### config.mk
export PLATFORM = sky130hd
export DESIGN_NAME = imul_issue_ctrl
export DESIGN_NICKNAME = d
export VERILOG_FILES = /design/src/rtl/imul_pkg.sv /design/src/rtl/imul_opnd_fifo.sv /design/src/rtl/imul_issue_ctrl.sv
export SDC_FILE = /design/constraint.sdc
export NUM_CORES = 1
export LEC_CHECK = 0
export ABC_AREA = 1
export ABC_CLOCK_PERIOD_IN_PS = 4860
export CAP_MARGIN = 20
export CORE_ASPECT_RATIO = 1.25
export CORE_MARGIN = 1.5
export CORE_UTILIZATION = 58
export CTS_CLUSTER_DIAMETER = 200
export DETAILED_ROUTE_END_ITERATION = 8
export PLACE_DENSITY = 0.85
export SLEW_MARGIN = 15
export SYNTH_ARGS = -nofsm -noshare
export SYNTH_HDL_FRONTEND = slang
export SYNTH_SLANG_ARGS = --single-unit
export TNS_END_PERCENT = 100
### constraint.sdc
create_clock -name clk -period 4.86 [get_ports clk]
set_input_delay 0.486 -clock clk [delete_from_list [all_inputs] [get_ports clk]]
set_output_delay 0.486 -clock clk [all_outputs]
set_load 0.02 [all_outputs]
### src/rtl/imul_pkg.sv
// Shared types and widths for the iterative-multiplier issue controller.
package imul_pkg;

  localparam int IMUL_A_W       = 8;
  localparam int IMUL_B_W       = 32;
  localparam int IMUL_P_W       = 40;
  // Tag field in the FIFO entry is sized for the widest supported TAG_W.
  localparam int IMUL_TAG_MAX_W = 16;

  typedef enum logic [1:0] {
    ST_IDLE  = 2'd0,
    ST_ISSUE = 2'd1,
    ST_WAIT  = 2'd2
  } imul_state_e;

  typedef struct packed {
    logic [IMUL_TAG_MAX_W-1:0] tag;
    logic [IMUL_A_W-1:0]       a;
    logic [IMUL_B_W-1:0]       b;
  } imul_entry_t;

endpackage

### src/rtl/imul_opnd_fifo.sv
// Operand FIFO: DEPTH entries of W bits, pointers carry an extra wrap bit
// so full and empty are distinguished without a counter.
module imul_opnd_fifo #(
  parameter int DEPTH = 4,
  parameter int W     = 8
) (
  input  logic         clk,
  input  logic         rst_n,
  input  logic         push_i,
  input  logic [W-1:0] din_i,
  input  logic         pop_i,
  output logic [W-1:0] dout_o,
  output logic         full_o,
  output logic         empty_o
);

  localparam int AW = $clog2(DEPTH);

  logic [W-1:0] mem_q [DEPTH];
  logic [AW:0]  wr_ptr_q, wr_ptr_d;
  logic [AW:0]  rd_ptr_q, rd_ptr_d;
  logic         do_push, do_pop;

  assign empty_o = (wr_ptr_q == rd_ptr_q);
  assign full_o  = (wr_ptr_q[AW] != rd_ptr_q[AW]) &&
                   (wr_ptr_q[AW-1:0] == rd_ptr_q[AW-1:0]);

  // A push into a full FIFO is legal when the head leaves in the same cycle.
  assign do_pop   = pop_i && !empty_o;
  assign do_push  = push_i && (!full_o || do_pop);
  assign wr_ptr_d = wr_ptr_q + {{AW{1'b0}}, do_push};
  assign rd_ptr_d = rd_ptr_q + {{AW{1'b0}}, do_pop};
  assign dout_o   = mem_q[rd_ptr_q[AW-1:0]];

  always_ff @(posedge clk or negedge rst_n) begin
    if (!rst_n) begin
      wr_ptr_q <= '0;
      rd_ptr_q <= '0;
    end else begin
      wr_ptr_q <= wr_ptr_d;
      rd_ptr_q <= rd_ptr_d;
    end
  end

  always_ff @(posedge clk) begin
    if (do_push) mem_q[wr_ptr_q[AW-1:0]] <= din_i;
  end

endmodule

### src/rtl/imul_issue_ctrl.sv
// Issue controller for the 8x32 iterative multiplier: buffers tagged requests,
// issues one at a time, holds the product for drain. IMUL_ISSUE_PERF_EN adds counters.
module imul_issue_ctrl
  import imul_pkg::*;
#(
  parameter int DEPTH = 4,
  parameter int TAG_W = 4
) (
  input  logic                clk,
  input  logic                reset,
  input  logic                in_val,
  output logic                in_rdy,
  input  logic [IMUL_A_W-1:0] in_a,
  input  logic [IMUL_B_W-1:0] in_b,
  input  logic [TAG_W-1:0]    in_tag,
  output logic [IMUL_A_W-1:0] mul_a,
  output logic [IMUL_B_W-1:0] mul_b,
  output logic                mul_val_op,
  input  logic                mul_commit,
  input  logic [IMUL_P_W-1:0] mul_p,
  output logic                out_val,
  input  logic                out_rdy,
  output logic [IMUL_P_W-1:0] out_p,
  output logic [TAG_W-1:0]    out_tag,
  output imul_state_e         dbg_state_o
`ifdef IMUL_ISSUE_PERF_EN
  ,
  output logic [31:0]         perf_ops,
  output logic [31:0]         perf_stall
`endif
);

  // Both interfaces: a transfer happens on a rising edge where valid && ready;
  // a producer keeps valid and data stable until that transfer.
  imul_state_e         state_q, state_d;
  imul_entry_t         push_entry, head_entry;
  logic                fifo_full, fifo_empty, fifo_pop, fifo_push;
  logic                capture;
  logic [IMUL_A_W-1:0] mul_a_q;
  logic [IMUL_B_W-1:0] mul_b_q;
  logic [TAG_W-1:0]    tag_q, out_tag_q;
  logic [IMUL_P_W-1:0] out_p_q;
  logic                out_val_q;
  logic                unused_tag_hi;

  assign in_rdy     = reset && !fifo_full;
  assign fifo_push  = in_val && in_rdy;
  assign push_entry = '{tag: IMUL_TAG_MAX_W'(in_tag), a: in_a, b: in_b};
  assign unused_tag_hi = ^head_entry.tag;

  imul_opnd_fifo #(
    .DEPTH (DEPTH),
    .W     ($bits(imul_entry_t))
  ) u_fifo (
    .clk     (clk),
    .rst_n   (reset),
    .push_i  (fifo_push),
    .din_i   (push_entry),
    .pop_i   (fifo_pop),
    .dout_o  (head_entry),
    .full_o  (fifo_full),
    .empty_o (fifo_empty)
  );

  always_comb begin
    state_d    = state_q;
    fifo_pop   = 1'b0;
    mul_val_op = 1'b0;
    capture    = 1'b0;
    case (state_q)
      ST_IDLE: begin
        // A pending result blocks issue so only one product is ever in flight.
        if (!fifo_empty && !out_val_q) begin
          fifo_pop = 1'b1;
          state_d  = ST_ISSUE;
        end
      end
      ST_ISSUE: begin
        mul_val_op = 1'b1;
        state_d    = ST_WAIT;
      end
      ST_WAIT: begin
        if (mul_commit) begin
          capture = 1'b1;
          state_d = ST_IDLE;
        end
      end
      default: state_d = ST_IDLE;
    endcase
  end

  always_ff @(posedge clk or negedge reset) begin
    if (!reset) begin
      state_q   <= ST_IDLE;
      mul_a_q   <= '0;
      mul_b_q   <= '0;
      tag_q     <= '0;
      out_p_q   <= '0;
      out_tag_q <= '0;
      out_val_q <= 1'b0;
    end else begin
      state_q <= state_d;
      if (fifo_pop) begin
        mul_a_q <= head_entry.a;
        mul_b_q <= head_entry.b;
        tag_q   <= head_entry.tag[TAG_W-1:0];
      end
      if (capture) begin
        out_p_q   <= mul_p;
        out_tag_q <= tag_q;
        out_val_q <= 1'b1;
      end else if (out_val_q && out_rdy) begin
        out_val_q <= 1'b0;
      end
    end
  end

  assign mul_a       = mul_a_q;
  assign mul_b       = mul_b_q;
  assign out_val     = out_val_q;
  assign out_p       = out_p_q;
  assign out_tag     = out_tag_q;
  assign dbg_state_o = state_q;

`ifdef IMUL_ISSUE_PERF_EN
  logic [31:0] perf_ops_q, perf_stall_q;

  always_ff @(posedge clk or negedge reset) begin
    if (!reset) begin
      perf_ops_q   <= '0;
      perf_stall_q <= '0;
    end else begin
      if (mul_val_op)            perf_ops_q   <= perf_ops_q + 32'd1;
      if (out_val_q && !out_rdy) perf_stall_q <= perf_stall_q + 32'd1;
    end
  end

  assign perf_ops   = perf_ops_q;
  assign perf_stall = perf_stall_q;
`endif

endmodule

Word level (Yosys, flattened, before mapping)
Memory sizes are Yosys's and may differ from the RTL's. A register that Yosys moved wholly into a read port is not among the register bits.
Index checks and enable logic that the tools add are counted.
- add/sub/neg operators: 2
- equal/unequal tests: 7
- multiplexer cells: 12
- reductions and logical operators: 15
- operator list (cell ; count):
    1-bit two-way mux ; 9
    1-bit logical AND ; 7
    3-bit by 1-bit adder with 3-bit output ; 2
    2-bit case mux with 3 select lines ; 1
    1-bit zero test ; 4
    2-bit two-way mux ; 2
    2-bit inequality test (second input constant) ; 2
    3-bit equality test ; 1
    2-bit by 1-bit equality test with 1-bit output (second input constant) ; 1
    2-bit equality test ; 1
    2-bit equality test (second input constant) ; 1
    2-bit zero test ; 1
    2-bit AND reduction ; 1
    2-bit nonzero test ; 1
    1-bit logical OR ; 1
    1-bit inequality test ; 1
- register bits: 53
- RAM bits: 176
- input port bits: 89
- output and inout port bits: 89
- word-level logic and storage cells: 43
- memories: 1
- memories (memory ; depth ; bits a word ; read ports ; clocked after Yosys merged registers in ; wr ports ; RTL line ; source):
    u_fifo.mem_q ; 4 ; 44 ; 1 ; 1 ; 1 ; imul_opnd_fifo.sv:19 ; logic [W-1:0] mem_q [DEPTH];

Logic depth before layout (Yosys ltp)
- word-level depth: 10
- depth in mapped cells: 11
- depth with buffers taken out: 9

By module
Synthesis repeated with hierarchy kept, for this count alone.
- cells, all modules: 984
- area total of the unflattened synthesis: 12639.6 um^2
- by module, submodules not included (module ; instances ; cells an instance ; area each (um^2) ; seq. area each (um^2)):
    imul_opnd_fifo ; 1 ; 582 ; 8941.1 ; 6876.6
    imul_issue_ctrl ; 1 ; 402 ; 3698.5 ; 2277.2

Worst setup path before layout
No wires, ideal clock.
- path type: flip-flop to flip-flop
- start point: register u_fifo.rd_ptr_q[0]
- end point: memory u_fifo.mem_q[0][0] in the netlist's numbering, enable pin
- setup time: 0.446 ns
- data arrival time: 2.785 ns
- required time: 4.414 ns
- path slack: 1.630 ns
- stages on the path, launching flop included: 7
- buffers on the path: 1
- period minus slack after synthesis: 3.230 ns
- cells stage by stage: dfrtp_1 -> buf_4 -> nand2_1 -> nand2_1 -> nand3_1 -> nand3_1 -> nor2_1
- cells in the longest elaborated chain, start to end: 10
- elaborated cells on any way between the ends: 15
- classes of those cells: 2 x eq/ne; 4 x mux; 9 x reduce/logical
- RTL lines (what ; RTL line ; source):
    start: declaration ; imul_opnd_fifo.sv:21 ; logic [AW:0] rd_ptr_q, rd_ptr_d;
    start signal: assignment ; imul_opnd_fifo.sv:41 ; rd_ptr_q <= rd_ptr_d;
    3-bit equality test ; imul_opnd_fifo.sv:24 ; assign empty_o = (wr_ptr_q == rd_ptr_q);
    1-bit zero test ; imul_opnd_fifo.sv:29, imul_issue_ctrl.sv:73 ;
    1-bit logical AND ; imul_issue_ctrl.sv:73 ; if (!fifo_empty && !out_val_q) begin
    1-bit two-way mux ; imul_issue_ctrl.sv:73 ;
    1-bit two-way mux ; imul_issue_ctrl.sv:70 ; case (state_q)
    1-bit logical AND ; imul_opnd_fifo.sv:29 ; assign do_pop = pop_i && !empty_o;
    1-bit logical OR ; imul_opnd_fifo.sv:30 ; assign do_push = push_i && (!full_o || do_pop);
    1-bit logical AND (*) ; imul_opnd_fifo.sv:30 ;
    1-bit two-way mux (*) ; imul_opnd_fifo.sv:46 ; if (do_push) mem_q[wr_ptr_q[AW-1:0]] <= din_i;
    1-bit two-way mux (not written as such) (*) ; imul_opnd_fifo.sv:46 ;
    end: declaration ; imul_opnd_fifo.sv:19 ;
Mark *: on every way between the ends. The rest lies on a longest branch, timed or not.

Final worst setup path
- start point: register u_fifo.rd_ptr_q[1]
- end point: memory u_fifo.mem_q[1][25] in the netlist's numbering, enable pin
Same word-level chain as after synthesis.

==> results.ini <==
[floorplanning]
initial_utilization = 0.596
core_area_um2 = 18900
pin_count = 178
die_w_um = 128
dieArea_um2 = 20300
rows = 56
chipHeight_um = 159

[worst_setup_path]
startpoint = u_fifo.rd_ptr_q[1]
r2r.worst_path.cells = 8
reg2reg_from = u_fifo.rd_ptr_q[1]
crit_arrival_ns = 3.68
cp-end-kind = flip-flop
cp_num_cells = 8
cp_slowest_cell = nor2_4
crit_family = simple AND/OR/NAND/NOR gates
cpPeakStageDelay_ns = 0.90
path_buf_inv = 3
ff2ff_setup_slack_ns = 1.40
start_kind = flip-flop
path_cells = buf_4 > inv_4 > nand2_1 > nand2_1 > nand3_1 > nand3_1 > nor2_4 > buf_4
worstPathRequired_ns = 5.09
worst-path-max-fanout = 47
worstSetupPathType = flip-flop to flip-flop

[run_status]
status = completed

[timing]
final-hold-violation-count = 0
setup_violations = 0
fmax_mhz = 289
layout_worst_path_cycle_share = 0.711
rsz0062_at_grt = no
skew_ns = 0.0122
timing.final.ws_setup_ns = 1.40
tightest_slew_ns = 1.02
max-slew-margin-rel = 0.320
period_minus_slack_ns = 3.46
setup_tns_ns = 0
finalMaxSlewViolations = 0

[global_routing]
gr-total-overflow = 0
grt_pass1_wl_um = 37900
grt_pass1_vias = 7792
grtUsageTotal = 0.237
grt_start_max_net_pins = 92
antenna_found_initial = 0

[cells_and_area]
finalNetCount = 1378
area_delta_synth_final_pct = 24.8
final_cell_area_um2 = 14100
antenna_cells = 0
fillers = 1206
layout-drive-gt1-share = 0.0452

[pwr]
power.total_mw = 8.70
p_clk_frac = 0.233
switching_share = 0.366
pwr-share-comb = 0.371
powerDensity_nw_per_um2 = 619
p_seq_frac = 0.396
p_int_mw = 5.52
leakagePower_nw = 6.60
ir_drop_uv = 342
p_switching_mw = 3.18

[worst_hold_path]
hold_path.class = input port to asynchronous set/reset pin

[placed_design]
dp_slack_ns = 1.45
gp_congestion = 0.788
postPlaceCellArea_um2 = 13200
port_buffers = 177
dp_hpwl_um = 14700

[cts]
cts_root_buf = clkbuf_16
clk_latency_ns = 0.53
clock_tree.buffer_depth = 3
h-tree-depth = 1
cts-resized-gates = 0
cts_buffers = 26
cts_tree = yes
clock-sinks = 273
clk_pin_slew_ns = 0.06

[route]
viasPerCell = 5.11
wl_um = 23900
drt-initial-drc-count = 571
num_vias = 7853
drtAntennaViolNets = 0
wl_per_cell_um = 15.5
drc = 0
drt_pass1_iterations = 5

[yosys]
yosysTopAreaCell = edfxtp_1
synthesis.area_um2 = 11300
avgSynthCellArea_um2 = 10.1
netlist.area_leader.share = 0.469
synth_fp_nets = 1212
ys_seq_elements = 273
yosysWarnings = 0
synthCells = 1119
seq_area_frac_synth = 0.685
synth.distinct_cells = 19
synth_area_leaders = edfxtp_1, dfrtp_1, nand2_1, inv_1, nand3_1

[flow_run]
maxCapViolations = 0

-- layout by cell type (no fill, tap or decap), types with 4 or more instances in the layout --
cell type,instances
clkbuf_16,27
o21ai_0,45
nand3_1,134
ha_1,4
clkdlybuf4s50_1,176
inv_1,230
buf_4,10
dfrtp_1,95
nor2_4,4
edfxtp_1,176
clkinv_1,4
clkbuf_1,7
nand2_1,370
-- routing by layer --
| layer | vias up | share of wire | global-route usage |
|---|---|---|---|
| met1 | 3634 | 0.37 | 0.285 |
| met3 | 40 | 0.082 | 0.0401 |
| li1 | 3808 | - | - |
| met2 | 371 | 0.52 | 0.427 |
| met4 | 0 | 0.020 | 0.0812 |
| met5 | - | 0 | 0 |
-- per-stage QoR --
| step | std cells | hold WS, ns | util |
|---|---|---|---|
| final | 1537 | 0.417 | 0.743 |
| after global routing | 1537 | 0.456 | 0.743 |
| after CTS | 1537 | 0.424 | 0.743 |
| after detailed placement | 1488 | 0.418 | 0.697 |
| after global placement | 1488 | 0.411 | 0.697 |
| after floorplan | 1119 | 0.190 | - |
-- registers in the layout, summed over array words and instances, names as in the netlist --
name and flops:
u_fifo.mem_q 176, out_p 40, mul_b 32, mul_a 8, out_tag 4, tag_q 4, u_fifo.rd_ptr_q 3, u_fifo.wr_ptr_q 3
dbg_state_o 2, out_val 1
-- cell type report --
cell class / instances / area, um^2 / area share
multi-input combinational: 565 / 2460 / 0.175
timing repair buffer: 187 / 1850 / 0.131
tap: 232 / 290 / 0.0206
clock buffer: 36 / 729 / 0.0519
sequential: 273 / 7720 / 0.549
clock inverter: 12 / 138 / 0.00979
inverter: 232 / 876 / 0.0623
-- power by group through the flow --
stage	Sequential, mW	Combinational (mW)	Clock (mW)
3_3_place_gp	3.46	3.10	0
4_1_cts	3.44	3.25	2.06
5_1_grt	3.51	3.57	2.15
6_report	3.44	3.23	2.03
2_1_floorplan	3.75	1.71	0
3_5_place_dp	3.47	3.22	0
-- cell usage after synthesis (all sizes together) --
master	number
o21bai	1
nand2	371
dfrtp	97
ha	4
nor2	5
nand3	136
buf	22
xor2	2
nor3	1
inv	232
o21ai	45
edfxtp	176
clkbuf	27
-- worst paths after layout --
kind,to
max,u_fifo.mem_q[1][25]
min reg2reg,mul_a[5]
max reg2reg,u_fifo.mem_q[1][25]
min in group clk,mul_a[5]
max in group asynchronous,u_fifo.rd_ptr_q[0]
min,mul_a[2]
-- logic make-up after synthesis --
family	Yosys count	synth area share
compound gates	46	0.0207
xor+xnor	2	0.00156
fa+ha+maj	4	0.00444
buf+inv	281	0.0994
flops	273	0.685
simple gates	513	0.189
-- what timing repair did --
| action | 4_1_cts | 5_1_grt |
|---|---|---|
| setup endpoints to repair | 0 | 0 |
| buffers inserted | 0 | 0 |
| hold endpoints to repair | 23 | 0 |
| hold buffers | 1 | 0 |
(Power assumes the default switching activity.)
